==> src/rtl/axi_rd_stream_sched_pkg.sv <==
// axi_rd_stream_sched_pkg: shared FSM states, AXI constants and stream address layout
package axi_rd_stream_sched_pkg;
  localparam logic [1:0] S_IDLE  = 2'd0;
  localparam logic [1:0] S_ISSUE = 2'd1;
  localparam logic [1:0] S_DRAIN = 2'd2;
  localparam logic [1:0] S_DONE  = 2'd3;
  localparam logic [2:0] ARSIZE_64B = 3'b110;
  localparam logic [1:0] BURST_INCR = 2'b01;
  localparam int BEAT_BYTES = 64;
  localparam int STREAM_BYTES_DEF = 230400;
  localparam int STREAM_ADDR_SHIFT_DEF = 2;
  // Base address of a stream region; monitor and generators must agree on this layout
  function automatic logic [31:0] stream_base(input logic [7:0] s, input int off, input int sh);
    return {24'd0, s} << (off + sh);
  endfunction
endpackage

==> src/rtl/axi_outstanding_cnt.sv <==
// axi_outstanding_cnt: up/down burst credit counter with limit and underflow flag
module axi_outstanding_cnt #(
  parameter int MAX = 8,
  parameter int W = 4
) (
  input  logic         clk,
  input  logic         reset_n,
  input  logic         inc,
  input  logic         dec,
  output logic [W-1:0] count,
  output logic         can_issue,
  output logic         underflow
);
  logic [W-1:0] cnt_nxt;
  always_comb begin
    cnt_nxt = (inc && !dec) ? count + 1'b1 : (dec && !inc && count != '0) ? count - 1'b1 : count;
  end
  assign can_issue = count < W'(MAX);
  assign underflow = dec && count == '0;
  always_ff @(posedge clk) begin
    if (!reset_n) count <= '0;
    else count <= cnt_nxt;
  end
endmodule

==> src/rtl/axi_rd_stream_sched.sv <==
// axi_rd_stream_sched: in-order AXI4 read burst sequencer replaying DDR4 test streams
module axi_rd_stream_sched
  import axi_rd_stream_sched_pkg::*;
#(
  parameter int STREAM_BYTES = STREAM_BYTES_DEF,
  parameter int STREAM_ADDR_SHIFT = STREAM_ADDR_SHIFT_DEF,
  parameter int STREAM_ADDR_OFFSET = $clog2(STREAM_BYTES),
  parameter int BURST_LEN = 16,
  parameter int BURSTS_PER_STREAM = STREAM_BYTES / (BURST_LEN * BEAT_BYTES),
  parameter int MAX_OUTSTANDING = 8
) (
  input  logic        clk,
  input  logic        reset_n,
  input  logic        start,
  input  logic        stop,
  input  logic [7:0]  num_streams,
  input  logic [7:0]  num_iters,
  output logic [31:0] ARADDR,
  output logic [3:0]  ARID,
  output logic [7:0]  ARLEN,
  output logic [2:0]  ARSIZE,
  output logic [1:0]  ARBURST,
  output logic        ARVALID,
  input  logic        ARREADY,
  input  logic        RVALID,
  input  logic        RLAST,
  input  logic [3:0]  RID,
  output logic        RREADY,
  output logic        busy,
  output logic        done,
  output logic [7:0]  cur_stream,
  output logic [7:0]  cur_iter,
  output logic        proto_err
);
  localparam int BW = $clog2(BURSTS_PER_STREAM + 1);
  localparam logic [BW-1:0] BPS = BW'(BURSTS_PER_STREAM);
  localparam logic [31:0] BURST_BYTES = 32'(BURST_LEN * BEAT_BYTES);
  logic [1:0] state;
  logic [BW-1:0] burst_idx, idx_nxt;
  logic [7:0] ns_q, ni_q;
  logic [3:0] count;
  logic stop_flag, stop_eff, pend, hs, comp, can_issue, underflow, drained, last_s, last_i, start_ok;
  axi_outstanding_cnt #(.MAX(MAX_OUTSTANDING), .W(4)) u_cnt (
    .clk(clk), .reset_n(reset_n), .inc(hs), .dec(comp),
    .count(count), .can_issue(can_issue), .underflow(underflow)
  );
  assign ARADDR = stream_base(cur_stream, STREAM_ADDR_OFFSET, STREAM_ADDR_SHIFT) + 32'(burst_idx) * BURST_BYTES;
  assign ARID = cur_stream[3:0];
  assign ARLEN = 8'(BURST_LEN - 1);
  assign ARSIZE = ARSIZE_64B;
  assign ARBURST = BURST_INCR;
  // A raised request is held by pend so a late stop cannot withdraw it before ARREADY
  assign ARVALID = state == S_ISSUE && (pend || (can_issue && burst_idx < BPS && !stop_flag));
  assign hs = ARVALID && ARREADY;
  assign comp = RVALID && RREADY && RLAST;
  assign idx_nxt = burst_idx + BW'(hs);
  assign stop_eff = stop || stop_flag;
  assign drained = count == 4'd0 || (count == 4'd1 && comp);
  assign last_s = cur_stream == ns_q - 8'd1;
  assign last_i = cur_iter == ni_q - 8'd1;
  assign start_ok = start && (state == S_IDLE || state == S_DONE);
  assign busy = state == S_ISSUE || state == S_DRAIN;
  assign done = state == S_DONE;
  always_ff @(posedge clk) begin
    if (!reset_n) begin
      state <= S_IDLE;
      burst_idx <= '0;
      cur_stream <= 8'd0;
      cur_iter <= 8'd0;
      ns_q <= 8'd1;
      ni_q <= 8'd1;
      stop_flag <= 1'b0;
      pend <= 1'b0;
      proto_err <= 1'b0;
      RREADY <= 1'b0;
    end else begin
      RREADY <= 1'b1;
      pend <= ARVALID && !ARREADY;
      proto_err <= proto_err || underflow || (busy && RVALID && RID != cur_stream[3:0]);
      if (start_ok) begin
        ns_q <= num_streams == 8'd0 ? 8'd1 : num_streams;
        ni_q <= num_iters == 8'd0 ? 8'd1 : num_iters;
        cur_stream <= 8'd0;
        cur_iter <= 8'd0;
        burst_idx <= '0;
        stop_flag <= 1'b0;
        state <= S_ISSUE;
      end
      if (state == S_ISSUE) begin
        burst_idx <= idx_nxt;
        stop_flag <= stop_eff;
        if (idx_nxt == BPS || (stop_eff && !(ARVALID && !ARREADY))) state <= S_DRAIN;
      end
      if (state == S_DRAIN) begin
        stop_flag <= stop_eff;
        if (drained) begin
          if (stop_eff || (last_s && last_i)) state <= S_DONE;
          else begin
            state <= S_ISSUE;
            burst_idx <= '0;
            cur_stream <= last_s ? 8'd0 : cur_stream + 8'd1;
            cur_iter <= last_s ? cur_iter + 8'd1 : cur_iter;
          end
        end
      end
    end
  end
endmodule
==> config.mk <==
export PLATFORM = sky130hd
export DESIGN_NAME = axi_rd_stream_sched
export DESIGN_NICKNAME = d
export VERILOG_FILES = /design/src/rtl/axi_rd_stream_sched_pkg.sv /design/src/rtl/axi_outstanding_cnt.sv /design/src/rtl/axi_rd_stream_sched.sv
export SDC_FILE = /design/constraint.sdc
export NUM_CORES = 1
export LEC_CHECK = 0
export BUFFER_PORTS_ARGS = -buffer_cell sky130_fd_sc_hd__buf_4
export CORE_MARGIN = 2
export CORE_UTILIZATION = 37
export CTS_BUF_LIST = sky130_fd_sc_hd__clkbuf_2
export CTS_CLUSTER_SIZE = 10
export DETAILED_ROUTE_END_ITERATION = 10
export PLACE_DENSITY_LB_ADDON = 0.1
export SLEW_MARGIN = 20
export SYNTH_ARGS = -nofsm -noshare
export SYNTH_HDL_FRONTEND = slang
export SYNTH_HIERARCHICAL = 1
export SYNTH_SLANG_ARGS = --single-unit
==> constraint.sdc <==
create_clock -name clk -period 7 [get_ports clk]
set_input_delay 0.7 -clock clk [delete_from_list [all_inputs] [get_ports clk]]
set_output_delay 0.7 -clock clk [all_outputs]
set_load 0.01 [all_outputs]
==> impl_summary.md <==
Synthesis
By area the synthesized netlist is led by sky130_fd_sc_hd__dfxtp_1, sky130_fd_sc_hd__buf_4, sky130_fd_sc_hd__nand2_1. The most used flip-flop cell after synthesis is sky130_fd_sc_hd__dfxtp_1. The fraction of the yosys area taken by sequential cells is 0.298.

The portion of synthesized cell area occupied by the leading cell type is 0.298. In this run the cell area of the synthesized design comes to 3360 µm². The post-synthesis average cell area is around 8 µm². The number of warnings issued by yosys is 6. Yosys mapped the design onto 65 distinct sky130hd cell types. In this run, synthesis inferred 0 flip-flops with an integrated enable. After synthesis, the share of flip-flops with an asynchronous set or reset is 0. The top cell type by total area after synthesis is sky130_fd_sc_hd__dfxtp_1. Synthesis produced a netlist whose cell count is ~420.

The post-synthesis sequential element count is 50.

Timing
For the pin with the worst max-slew slack, the measured transition is 0.887 ns. The post-route minimum period is 3.22 ns. The count of endpoints failing hold in the final timing report is 0. In the final timing run, aggregate negative setup slack is 0 ns. The worst slew slack as a fraction of its limit is 0.401. The setup slack of the critical path after layout is around 3.8 ns. Setup violations remaining at the end of the flow were counted as 0. The maximum clock skew at final layout is about 0.010 ns.

Timing would allow up to 0.311 GHz. The final number of max-transition violations came to 0. The period utilization is 0.460. Setup repair after global routing left no endpoint under its margin.

Critical path
The kind of cell with the highest combined delay along the critical path is compound AO/OA/AOI/OAI gates. The critical path crosses 13 cells after its start point. The critical path is of the flip-flop to flip-flop type. STA classifies the critical path endpoint as a flip-flop. The largest fanout of any net on the critical path is 8.

Walking the worst path, the cells encountered are or3_1, o31ai_1, a31oi_1, nand2b_1, inv_1, and2_1, ha_1, ha_1, nand3_1, xor2_1, o41ai_1, a21oi_1, o21a_1. In this design, the stage delay of the slowest critical-path cell is 0.45 ns. The endpoint arrival time on the critical path is 3.59 ns. Counting cells, the worst reg-to-reg path comes to 13. The data required time of the worst path is between 7 and 8 ns. STA classifies the critical path startpoint as a flip-flop. On the critical path, the stage with the largest delay is an instance of sky130_fd_sc_hd__o41ai_1. The number of buffers and inverters on the critical path is 1. The most numerous cell on the critical path is sky130_fd_sc_hd__ha_1.

Final layout
The fraction of layout cells with a size suffix above 1 is 0.190. The post-route cell area is about 3800 µm². The repair_antennas step left the layout with diodes totalling 0. The top cell types in the final layout, fill and taps aside, are sky130_fd_sc_hd__buf_4, sky130_fd_sc_hd__dfxtp_1, sky130_fd_sc_hd__nand2_1. The synthesis-to-layout area growth is 12.0%. For this run, the post-layout net count is 500. The most frequent standard cell in the layout excluding fill and tap cells is sky130_fd_sc_hd__buf_4. The register area is 1000 µm². The layout has about 900 filler cells.

Measured on the finished design, the core utilization comes to 0.429. The area taken by multi-input logic gates is between 2000 and 2500 µm².

CTS
The number of instances resized during post-cts repair is 0. The H-tree was split into 2 levels. TritonCTS built the clock tree. The post-CTS repair timing setup buffer count is 0.

The number of hold buffers added after CTS is 0. The tree is rooted in a sky130_fd_sc_hd__clkbuf_2. The later-pin clock latency in the skew report is 0.44 ns.

The number of buffers between clock root and the deepest sink is 2. The number of sinks handled by clock tree synthesis is 50. The clock slew seen by the registers of the worst setup and hold paths is 0.24 ns. Counting the buffers created by CTS gives 5.

Placement
The port buffer count is 67. The setup slack at placement is about 3.8 ns. The global placer's final weighted congestion is between 0.7 and 0.8.

Detailed placement finished with a half-perimeter wire length of approximately 6000 µm. In this run the cell area measured after placement is around 3700 µm².

Min path
The path class of the tightest hold or removal check is input port to flip-flop. The worst hold path passes through 2 cells.

GRT
The largest net degree at the start of global routing is 26. The number of global-route vias before repair is ~2800. The initial antenna violation count is 0. The overall global routing resource usage is 0.162. The first global-routing pass estimated around 13000 µm of wire. Global routing finished with a remaining overflow of 0.

Floorplan
The initial utilization of the core area, before any placement, comes to 0.383. The core footprint is between 8000 and 9000 µm². The number of cell rows is 34. The floorplan step set the die height to approximately 100 µm. The die extent in x is between 90 and 100 µm. The die covers 9860 µm². The number of top-level pins is a little under 100.

Outcome
The run finished with clean final reports.

Power
In this run the static leakage power is 1.64 nW. The worst-case IR drop observed on VDD is around 0.000072 V. The power per unit of standard cell area is approximately 210 nW/µm². The post-route total power is 0.786 mW.

Routing
The detailed router's first-iteration violation count is 115. The number of remaining DRC errors is 0. Once detail routing completed, the nets flagged for antenna violations numbered 0. The first TritonRoute pass finished after 4 iterations. The routed wirelength normalized by instance count is approximately 14 µm. The detailed-route via count is 2959. The total length of routed wires is ~7900 µm. In the routed layout, each cell is associated on average with a via count of between 5 and 6.

Job
The max capacitance violation total is 0.
## layer usage
metal	global-route usage	vias up	share of wire
li1	-	1496	-
met1	0.219	1384	0.47
met2	0.272	71	0.48
met3	0.0253	8	0.043
met4	0.0379	0	0.0090
met5	0	-	0
## cell usage after synthesis, types with 2 or more instances
library cell                n
sky130_fd_sc_hd__inv_1     15
sky130_fd_sc_hd__o211ai_1   2
sky130_fd_sc_hd__nor3b_1    2
sky130_fd_sc_hd__nor4_1     9
sky130_fd_sc_hd__nand3_1   19
sky130_fd_sc_hd__nor2_1    26
sky130_fd_sc_hd__a21oi_1   26
sky130_fd_sc_hd__nand2b_1   6
sky130_fd_sc_hd__nor4_2     2
sky130_fd_sc_hd__nand2_1   45
sky130_fd_sc_hd__xor2_1    11
sky130_fd_sc_hd__ha_1      11
sky130_fd_sc_hd__a211oi_1   2
sky130_fd_sc_hd__o21ai_1    4
sky130_fd_sc_hd__a22oi_1    2
sky130_fd_sc_hd__conb_1     2
sky130_fd_sc_hd__nand4_1    5
sky130_fd_sc_hd__nand4b_1   2
sky130_fd_sc_hd__buf_1      3
sky130_fd_sc_hd__o21ai_0   13
sky130_fd_sc_hd__nor3_1    12
sky130_fd_sc_hd__o21a_1     2
sky130_fd_sc_hd__clkbuf_1  12
sky130_fd_sc_hd__o22a_1     2
sky130_fd_sc_hd__a211o_1    6
sky130_fd_sc_hd__o41ai_1    2
sky130_fd_sc_hd__o21bai_1   2
sky130_fd_sc_hd__o21ba_2    2
sky130_fd_sc_hd__dfxtp_1   50
sky130_fd_sc_hd__a31oi_1    7
sky130_fd_sc_hd__o31ai_1    2
sky130_fd_sc_hd__and2_1     6
sky130_fd_sc_hd__and3_1    12
sky130_fd_sc_hd__a22o_1     2
sky130_fd_sc_hd__buf_4     42
sky130_fd_sc_hd__or4_1      3
sky130_fd_sc_hd__xnor2_1   19
## cell type report
cell class / instances / share of cell area
clock buffers: 6 / 0.00798
clock inverters: 2 / 0.00233
inverters: 15 / 0.0150
multi-input cells: 322 / 0.539
flip-flops and latches: 50 / 0.266
well taps: 108 / 0.0359
repair buffers: 67 / 0.134
## cells by family after synthesis
logic type               Yosys count  synth area share
buffers and inverters             73             0.129
XOR/XNOR                          30            0.0782
AO/OA/AOI/OAI                     88             0.183
flip-flops                        50             0.298
multiplexers                       2           0.00633
adder cells (fa/ha/maj)           12            0.0469
other                              2           0.00224
AND/OR/NAND/NOR                  161             0.257
## flip-flops by register name, summed over array words and instances (netlist names)
register and count:
RREADY 1, burst_idx 8, cur_iter 8, cur_stream 8
ni_q 8, ns_q 8, pend 1, proto_err 1
state 2, stop_flag 1, u_cnt/count 4
## per-stage QoR
step           hold slack [ns]  cells
2_1_floorplan            0.448    445
3_3_place_gp             0.461    562
3_5_place_dp             0.477    562
4_1_cts                  0.381    570
5_1_grt                  0.354    570
6_report                 0.399    570
## worst paths after layout
path | from | endpoint | slack, ns
worst max-delay path | burst_idx[2]$_SDFF_PN0_ | state[0]$_SDFF_PN0_ | 3.78
worst min-delay path | ARREADY | pend$_SDFF_PN0_ | 0.40
worst max register to register | burst_idx[2]$_SDFF_PN0_ | state[0]$_SDFF_PN0_ | 3.78
worst min register to register | ns_q[7]$_SDFFE_PN0P_ | ns_q[7]$_SDFFE_PN0P_ | 0.50
## report_power, final
group          switching (mW)  leakage [nW]  internal, mW  total, mW
combinational           0.183          1.20         0.132      0.315
clock                  0.0946        0.0304        0.0245      0.119
sequential             0.0385         0.407         0.313      0.351
total                   0.316          1.64         0.470      0.786
Power figures use the tool's default switching activity.
